==> config.mk <==
export PLATFORM = sky130hd
export DESIGN_NAME = irq_nest_ctrl
export DESIGN_NICKNAME = d
export VERILOG_FILES = /design/src/rtl/irq_nest_ctrl.sv
export SDC_FILE = /design/constraint.sdc
export NUM_CORES = 1
export LEC_CHECK = 0
export CAP_MARGIN = 20
export CORE_MARGIN = 4
export CORE_UTILIZATION = 38
export CTS_BUF_LIST = sky130_fd_sc_hd__clkbuf_16
export DETAILED_ROUTE_END_ITERATION = 6
export PLACE_DENSITY = 0.91
export SETUP_SLACK_MARGIN = 0.2
export SYNTH_ARGS = -nofsm -noshare
export SYNTH_HDL_FRONTEND = slang
export SYNTH_SLANG_ARGS = --single-unit
==> constraint.sdc <==
create_clock -name clk -period 4.7 [get_ports clk]
set_input_delay 0.94 -clock clk [delete_from_list [all_inputs] [get_ports clk]]
set_output_delay 0.94 -clock clk [all_outputs]
set_load 0.05 [all_outputs]
==> src/rtl/irq_nest_ctrl.sv <==
// Nested-priority interrupt controller: latch, mask, arbitrate against the in-service level.
// Latency: pending registers on the clock after the request; int_req/int_id/int_vector are combinational.
// No backpressure: requests wait in pending until the core acks them; an ack with no request is ignored.
module irq_nest_ctrl #(
    parameter int          N_IRQ    = 3,
    parameter int          ID_W     = 2,
    parameter logic [31:0] VEC_BASE = 32'h0000_0100,
    parameter logic [31:0] VEC_STEP = 32'h0000_0040
) (
    input  logic             clk,
    input  logic             clr,
    input  logic [N_IRQ-1:0] irq,
    input  logic [N_IRQ-1:0] trig_edge,
    input  logic [N_IRQ-1:0] irq_mask,
    input  logic             gie,
    input  logic             int_ack,
    input  logic             eret,
    output logic             int_req,
    output logic [ID_W-1:0]  int_id,
    output logic [31:0]      int_vector,
    output logic [N_IRQ-1:0] in_service,
    output logic [N_IRQ-1:0] pending,
    output logic [N_IRQ-1:0] lost
);

    logic [N_IRQ-1:0] irq_q;
    logic [N_IRQ-1:0] irq_edge;
    logic [N_IRQ-1:0] cand;
    logic [N_IRQ-1:0] pending_nxt;
    logic [N_IRQ-1:0] lost_nxt;
    logic [N_IRQ-1:0] in_service_nxt;
    logic [ID_W-1:0]  top_idx;
    logic [ID_W-1:0]  cur_idx;
    logic             has_cand;
    logic             has_cur;
    logic             take;

    assign irq_edge = irq & ~irq_q;
    assign cand     = pending & irq_mask;

    // Ascending scans leave the highest set index behind.
    always_comb begin
        top_idx  = '0;
        has_cand = 1'b0;
        cur_idx  = '0;
        has_cur  = 1'b0;
        for (int i = 0; i < N_IRQ; i++) begin
            if (cand[i]) begin
                top_idx  = ID_W'(i);
                has_cand = 1'b1;
            end
            if (in_service[i]) begin
                cur_idx = ID_W'(i);
                has_cur = 1'b1;
            end
        end
    end

    assign int_req    = gie & has_cand & (~has_cur | (top_idx > cur_idx));
    assign int_id     = has_cand ? top_idx : '0;
    assign int_vector = VEC_BASE + (32'(int_id) * VEC_STEP);
    assign take       = int_ack & int_req;

    always_comb begin
        pending_nxt    = pending;
        lost_nxt       = lost;
        in_service_nxt = in_service;
        for (int i = 0; i < N_IRQ; i++) begin
            if (trig_edge[i]) begin
                // A new edge on the ack cycle is kept as a fresh request, not counted as lost.
                if (irq_edge[i]) begin
                    pending_nxt[i] = 1'b1;
                    if (pending[i] && !(take && int_id == ID_W'(i)))
                        lost_nxt[i] = 1'b1;
                end else if (take && int_id == ID_W'(i)) begin
                    pending_nxt[i] = 1'b0;
                end
            end else begin
                pending_nxt[i] = irq[i];
            end
        end
        // ERET unwinds the old mask first, then the newly acked level is entered.
        if (eret && has_cur)
            in_service_nxt[cur_idx] = 1'b0;
        if (take)
            in_service_nxt[int_id] = 1'b1;
    end

    always_ff @(posedge clk or posedge clr) begin
        if (clr) begin
            irq_q      <= '0;
            pending    <= '0;
            lost       <= '0;
            in_service <= '0;
        end else begin
            irq_q      <= irq;
            pending    <= pending_nxt;
            lost       <= lost_nxt;
            in_service <= in_service_nxt;
        end
    end

endmodule

==> results.cfg, run 1 <==
[outcome]
status = finished, final reports clean

[timing]
finClkSkew_ns = 0.00190
final_hold_viol_count = 0
fin_setup_tns_ns = 0
drv_slew = 0
worst_slack_ns = 0.386
rsz0062_at_grt = false
setup_violations = 0
worstMarginPinSlew_ns = 0.515
period_share = 0.918
slew_headroom = 0.656
fmax_mhz = 232
min_period_ns = 4.31

[route]
drt-pass1-iter-count = 4
finalWirelength_um = 1810
postRouteAntennaNets = 0
dr_wl_met2_um = 870
wl_met1_um = 688
wl_per_cell_um = 12.0
drc = 0
detailroute.wirelength.met3_um = 216
via_count = 676
vias_per_cell = 4.48
routed.top_layer = met4
drt_iter0_drc = 17

[power]
p_leak_nw = 0.565
ir_worst_vdd_uv = 278
pwr_density_cell_nw_per_um2 = 382

[floorplan]
pin_count = 58
die_w_um = 55.6
core_um2 = 2060
start_util = 0.417
rows = 16
dieArea_um2 = 3090
die_y_um = 55.6

[cells_and_area]
multi_input_area_um2 = 388
regArea_um2 = 300
drive_gt1_frac = 0.0726
nets = 142
nFillCells = 183
diodes = 0
synthToLayoutAreaGrowth_pct = 28.3

[yosys]
yosysUniqueCellTypes = 24
netlist_area_um2 = 861
synth_top_area_frac = 0.349
synth_seq_area_share = 0.349
synthTopCellsByArea = dfrtp_1 (35%), buf_4 (28%), nand2_1 (7.0%)
synth_ff_type = dfrtp_1
synth.largest_area_cell = dfrtp_1
ys_async_sr_fraction = 1.00
synth-seq-cells = 12
syn_inst = 98
ys_warn_count = 0
synth.avg_cell_area_um2 = 8.78
synth_edf_count = 0

[clocking]
cts_tree = yes
postCtsResizedCells = 0
clk_pin_slew_worst_paths_ns = 0.04
ctsHoldBuffers = 0
cts_setup_buffers = 0
cts_buffer_depth = 2
cts-root-buf = clkbuf_16
cts.htree.levels = 1
cts.sinks = 12
cts_made_buffers = 3
insertion_delay_ns = 0.24

[place]
place.gp.congestion = 0.792
hpwl_um = 1460
portBuffers = 27
place_ws_ns = 0.382

[min_path]
hp-class = flip-flop to flip-flop

[global_routing]
grt_overflow = 0
grt_pass1_vias = 646
grt_max_degree = 13
grt_use_total = 0.122
antenna_found_initial = 0
grt_pass1_wl_um = 2980

[critical_path]
cp-end-kind = output pin
cp-start-kind = primary input
critPathKind = primary input to output pin
worst-path-max-fanout = 5
worstPathRequired_ns = 3.76
arrival_ns = 3.37

[flow_run]
max_cap_violations = 0
stage by stage:
stage | instance area [um^2] | hold slack [ns] | util | std cells | total power [mW]
after detailed placement | 1030 | 0.447 | 0.499 | 148 | 0.270
after CTS | 1100 | 0.465 | 0.536 | 151 | 0.423
final | 1100 | 0.461 | 0.536 | 151 | 0.422
after global routing | 1100 | 0.495 | 0.536 | 151 | 0.438
after floorplan | 966 | 0.432 | - | 126 | 0.253
after global placement | 1030 | 0.445 | 0.499 | 148 | 0.267
worst max-delay path, cell delays in order:
cell and delay, ns:
clkdlybuf4s50_1 0.45, and2_1 0.22, nand3b_1 0.26, ha_1 0.33
nand2_1 0.10, o21ai_4 0.09, a21oi_1 0.15, clkdlybuf4s50_1 0.82
cells by family after synthesis:
| family | share of synthesized area |
|---|---|
| buf+inv | 0.323 |
| flops | 0.349 |
| other cells | 0.00872 |
| compound gates | 0.153 |
| simple gates | 0.138 |
| fa+ha+maj | 0.0291 |
per-layer routing:
| layer | vias to the layer above | track usage |
|---|---|---|
| met5 | - | 0 |
| met3 | 6 | 0.0418 |
| met1 | 309 | 0.137 |
| met2 | 52 | 0.203 |
| li1 | 309 | - |
| met4 | 0 | 0.0625 |
where the power goes:
group,internal [mW],switching [mW],total (mW),leakage (nW)
combinational,0.0394,0.114,0.154,0.392
sequential,0.110,0.00592,0.116,0.136
clock,0.111,0.0424,0.153,0.0370
total,0.260,0.163,0.422,0.565
flip-flops by register name (all words and copies together), names as in the netlist:
name        cells
pending         3
lost            3
irq_q           3
in_service      3
area by class of cell:
class / instances / share of cell area
multi-input combinational: 72 / 0.351
timing repair buffer: 27 / 0.245
tap: 27 / 0.0306
sequential: 12 / 0.272
clock buffer: 3 / 0.0680
inverter: 10 / 0.0340
cell usage after synthesis (2+ instances only):
master    count
buf_4        32
nand2_1      16
dfrtp_1      12
inv_1        10
o41ai_1       3
a211oi_2      2
a21oi_1       2
conb_1        2
ha_1          2
nand3_1       2
o21ai_0       2
final timing paths:
| check | start | to | slack (ns) | cells past startpoint |
|---|---|---|---|---|
| worst max-delay path | irq_mask[2] | int_req | 0.39 | 8 |
| worst min-delay path | irq_q[2] | lost[2] | 0.46 | 1 |
| worst max register to register | pending[2] | lost[0] | 2.73 | 7 |
| worst min register to register | irq_q[2] | lost[2] | 0.46 | 1 |
| max in group asynchronous | clr | irq_q[0] | 3.37 | 2 |
| min in group asynchronous | clr | pending[1] | 1.01 | 2 |
layout by cell type (no fill, tap or decap), types with 2 or more instances in the layout:
master | Yosys | routed
a211oi_2 | 2 | 2
a21oi_1 | 2 | 2
clkbuf_16 | 0 | 3
clkdlybuf4s50_1 | 0 | 27
conb_1 | 2 | 30
dfrtp_1 | 12 | 12
ha_1 | 2 | 2
inv_1 | 10 | 10
nand2_1 | 16 | 16
nand3_1 | 2 | 2
o21ai_0 | 2 | 2
o41ai_1 | 3 | 3
Note: power is estimated with default switching activity, not from simulation.
==> run 2: changes to the inputs <==
--- a/config.mk
+++ b/config.mk
@@ -12,6 +12,7 @@
 export DETAILED_ROUTE_END_ITERATION = 6
 export PLACE_DENSITY = 0.91
 export SETUP_SLACK_MARGIN = 0.2
+export SKIP_CTS_REPAIR_TIMING = 1
 export SYNTH_ARGS = -nofsm -noshare
 export SYNTH_HDL_FRONTEND = slang
 export SYNTH_SLANG_ARGS = --single-unit
==> results of run 2 <==
Final layout, timing and power as in run 1 (identical DEF).
==> run 3: changes to the inputs <==
--- a/config.mk
+++ b/config.mk
@@ -6,7 +6,7 @@
 export NUM_CORES = 1
 export LEC_CHECK = 0
 export CAP_MARGIN = 20
-export CORE_MARGIN = 4
+export CORE_ASPECT_RATIO = 1.5
 export CORE_UTILIZATION = 38
 export CTS_BUF_LIST = sky130_fd_sc_hd__clkbuf_16
 export DETAILED_ROUTE_END_ITERATION = 6
==> results.cfg, run 3 (synthesis results as in run 1) <==
[outcome]
status = finished, final reports clean

[global_routing]
grt_max_degree = 13
grt_pass1_vias = 570
grt_use_total = 0.141
grt_pass1_wl_um = 2370
antenna_found_initial = 0
grt_overflow = 0

[timing]
fin_setup_tns_ns = 0
final_hold_viol_count = 0
setup_violations = 0
min_period_ns = 4.27
period_share = 0.907
fmax_mhz = 234
slew_headroom = 0.656
drv_slew = 0
rsz0062_at_grt = false
worstMarginPinSlew_ns = 0.514
finClkSkew_ns = 0.000682

[route]
via_count = 653
wl_per_cell_um = 10.2
finalWirelength_um = 1500
drt_iter0_drc = 7
postRouteAntennaNets = 0
drt-pass1-iter-count = 4
vias_per_cell = 4.47
drc = 0

[critical_path]
ff2ff_path_depth = 7
cp-end-kind = output pin
cpMaxStageDelayCell = clkdlybuf4s50_1
worst-path-max-fanout = 5
crit_chain = clkdlybuf4s50_1 > and2_1 > nand3b_1 > ha_1 > nand2_1 > o21ai_4 > a21oi_1 > clkdlybuf4s50_1
critPathMostFrequentCell = clkdlybuf4s50_1
cp_top_family = buffers and inverters
r2r-start = pending[2]
cp-start-kind = primary input
cp_num_buf_inv = 2
critPathKind = primary input to output pin
cp_slowest_stage_delay_ns = 0.82
r2r-end = pending[1]
rrSetupSlack_ns = 2.76
arrival_ns = 3.33
worstPathRequired_ns = 3.76

[clocking]
cts_buffer_depth = 2
cts.sinks = 12
insertion_delay_ns = 0.24
cts_made_buffers = 3
cts-root-buf = clkbuf_16
cts_tree = yes
clk_pin_slew_worst_paths_ns = 0.04
cts.htree.levels = 1

[cells_and_area]
drive_gt1_frac = 0.0726
nFillCells = 209
mostFrequentLayoutCells = conb_1 (30), clkdlybuf4s50_1 (27), nand2_1 (16)
final_area_um2 = 1100
diodes = 0
layout_commonest_cell = conb_1
nets = 142
synthToLayoutAreaGrowth_pct = 27.6

[min_path]
holdPathStages = 1
worstHoldStart = irq_q[0]
worstHoldEndpoint = lost[0]
hp-class = flip-flop to flip-flop

[floorplan]
rows = 20
pin_count = 58
start_util = 0.414
dieArea_um2 = 2460
die_w_um = 40.9
die_y_um = 60.3
core_um2 = 2080

[place]
place_area_um2 = 1020
place.gp.congestion = 0.727
portBuffers = 27
hpwl_um = 1280

[flow_run]
max_cap_violations = 0

[power]
p_leak_nw = 0.565
pwr_density_cell_nw_per_um2 = 380
ir_worst_vdd_uv = 375
p_total_mw = 0.417
-- run 3: cell counts in the layout (fill, tap and decap cells not counted) --
Identical to the previous run, type by type.
-- run 3: metrics by stage --
stage          setup WS [ns]  std cells  hold slack [ns]   util
6_report               0.435        146            0.452  0.529
2_1_floorplan          0.892        126            0.432      -
3_3_place_gp           0.543        143            0.444  0.493
5_1_grt                0.319        146            0.472  0.529
4_1_cts                0.409        146            0.456  0.529
3_5_place_dp           0.421        143            0.451  0.493
-- run 3: per-layer routing --
metal | part of all wire | vias to the layer above | GRT usage
met5 | 0 | - | 0
met4 | 0.015 | 0 | 0.0714
met3 | 0.088 | 2 | 0.0112
met2 | 0.54 | 47 | 0.268
met1 | 0.36 | 296 | 0.134
li1 | - | 308 | -
-- run 3: cell type report --
class,count,area (um^2),share of cell area
clock buffer,3,75.1,0.0683
inverter,10,37.5,0.0342
multi-input combinational,72,388,0.353
sequential,12,300,0.273
tap,22,27.5,0.0251
timing repair buffer,27,270,0.246
-- run 3: worst max path at each step --
stage / slack, ns / cells past startpoint / to / from
floorplan: 0.89 / 6 / int_req / irq_mask[2]
global placement: 0.54 / 8 / int_req / irq_mask[2]
detailed placement: 0.42 / 8 / int_req / irq_mask[2]
CTS: 0.41 / 8 / int_req / irq_mask[2]
global route: 0.32 / 8 / int_req / irq_mask[2]
finish: 0.43 / 8 / int_req / irq_mask[2]
-- run 3: power breakdown --
| group | total (mW) | switching [mW] | internal (mW) |
|---|---|---|---|
| clock network | 0.150 | 0.0398 | 0.110 |
| logic | 0.151 | 0.112 | 0.0394 |
| registers | 0.115 | 0.00556 | 0.110 |
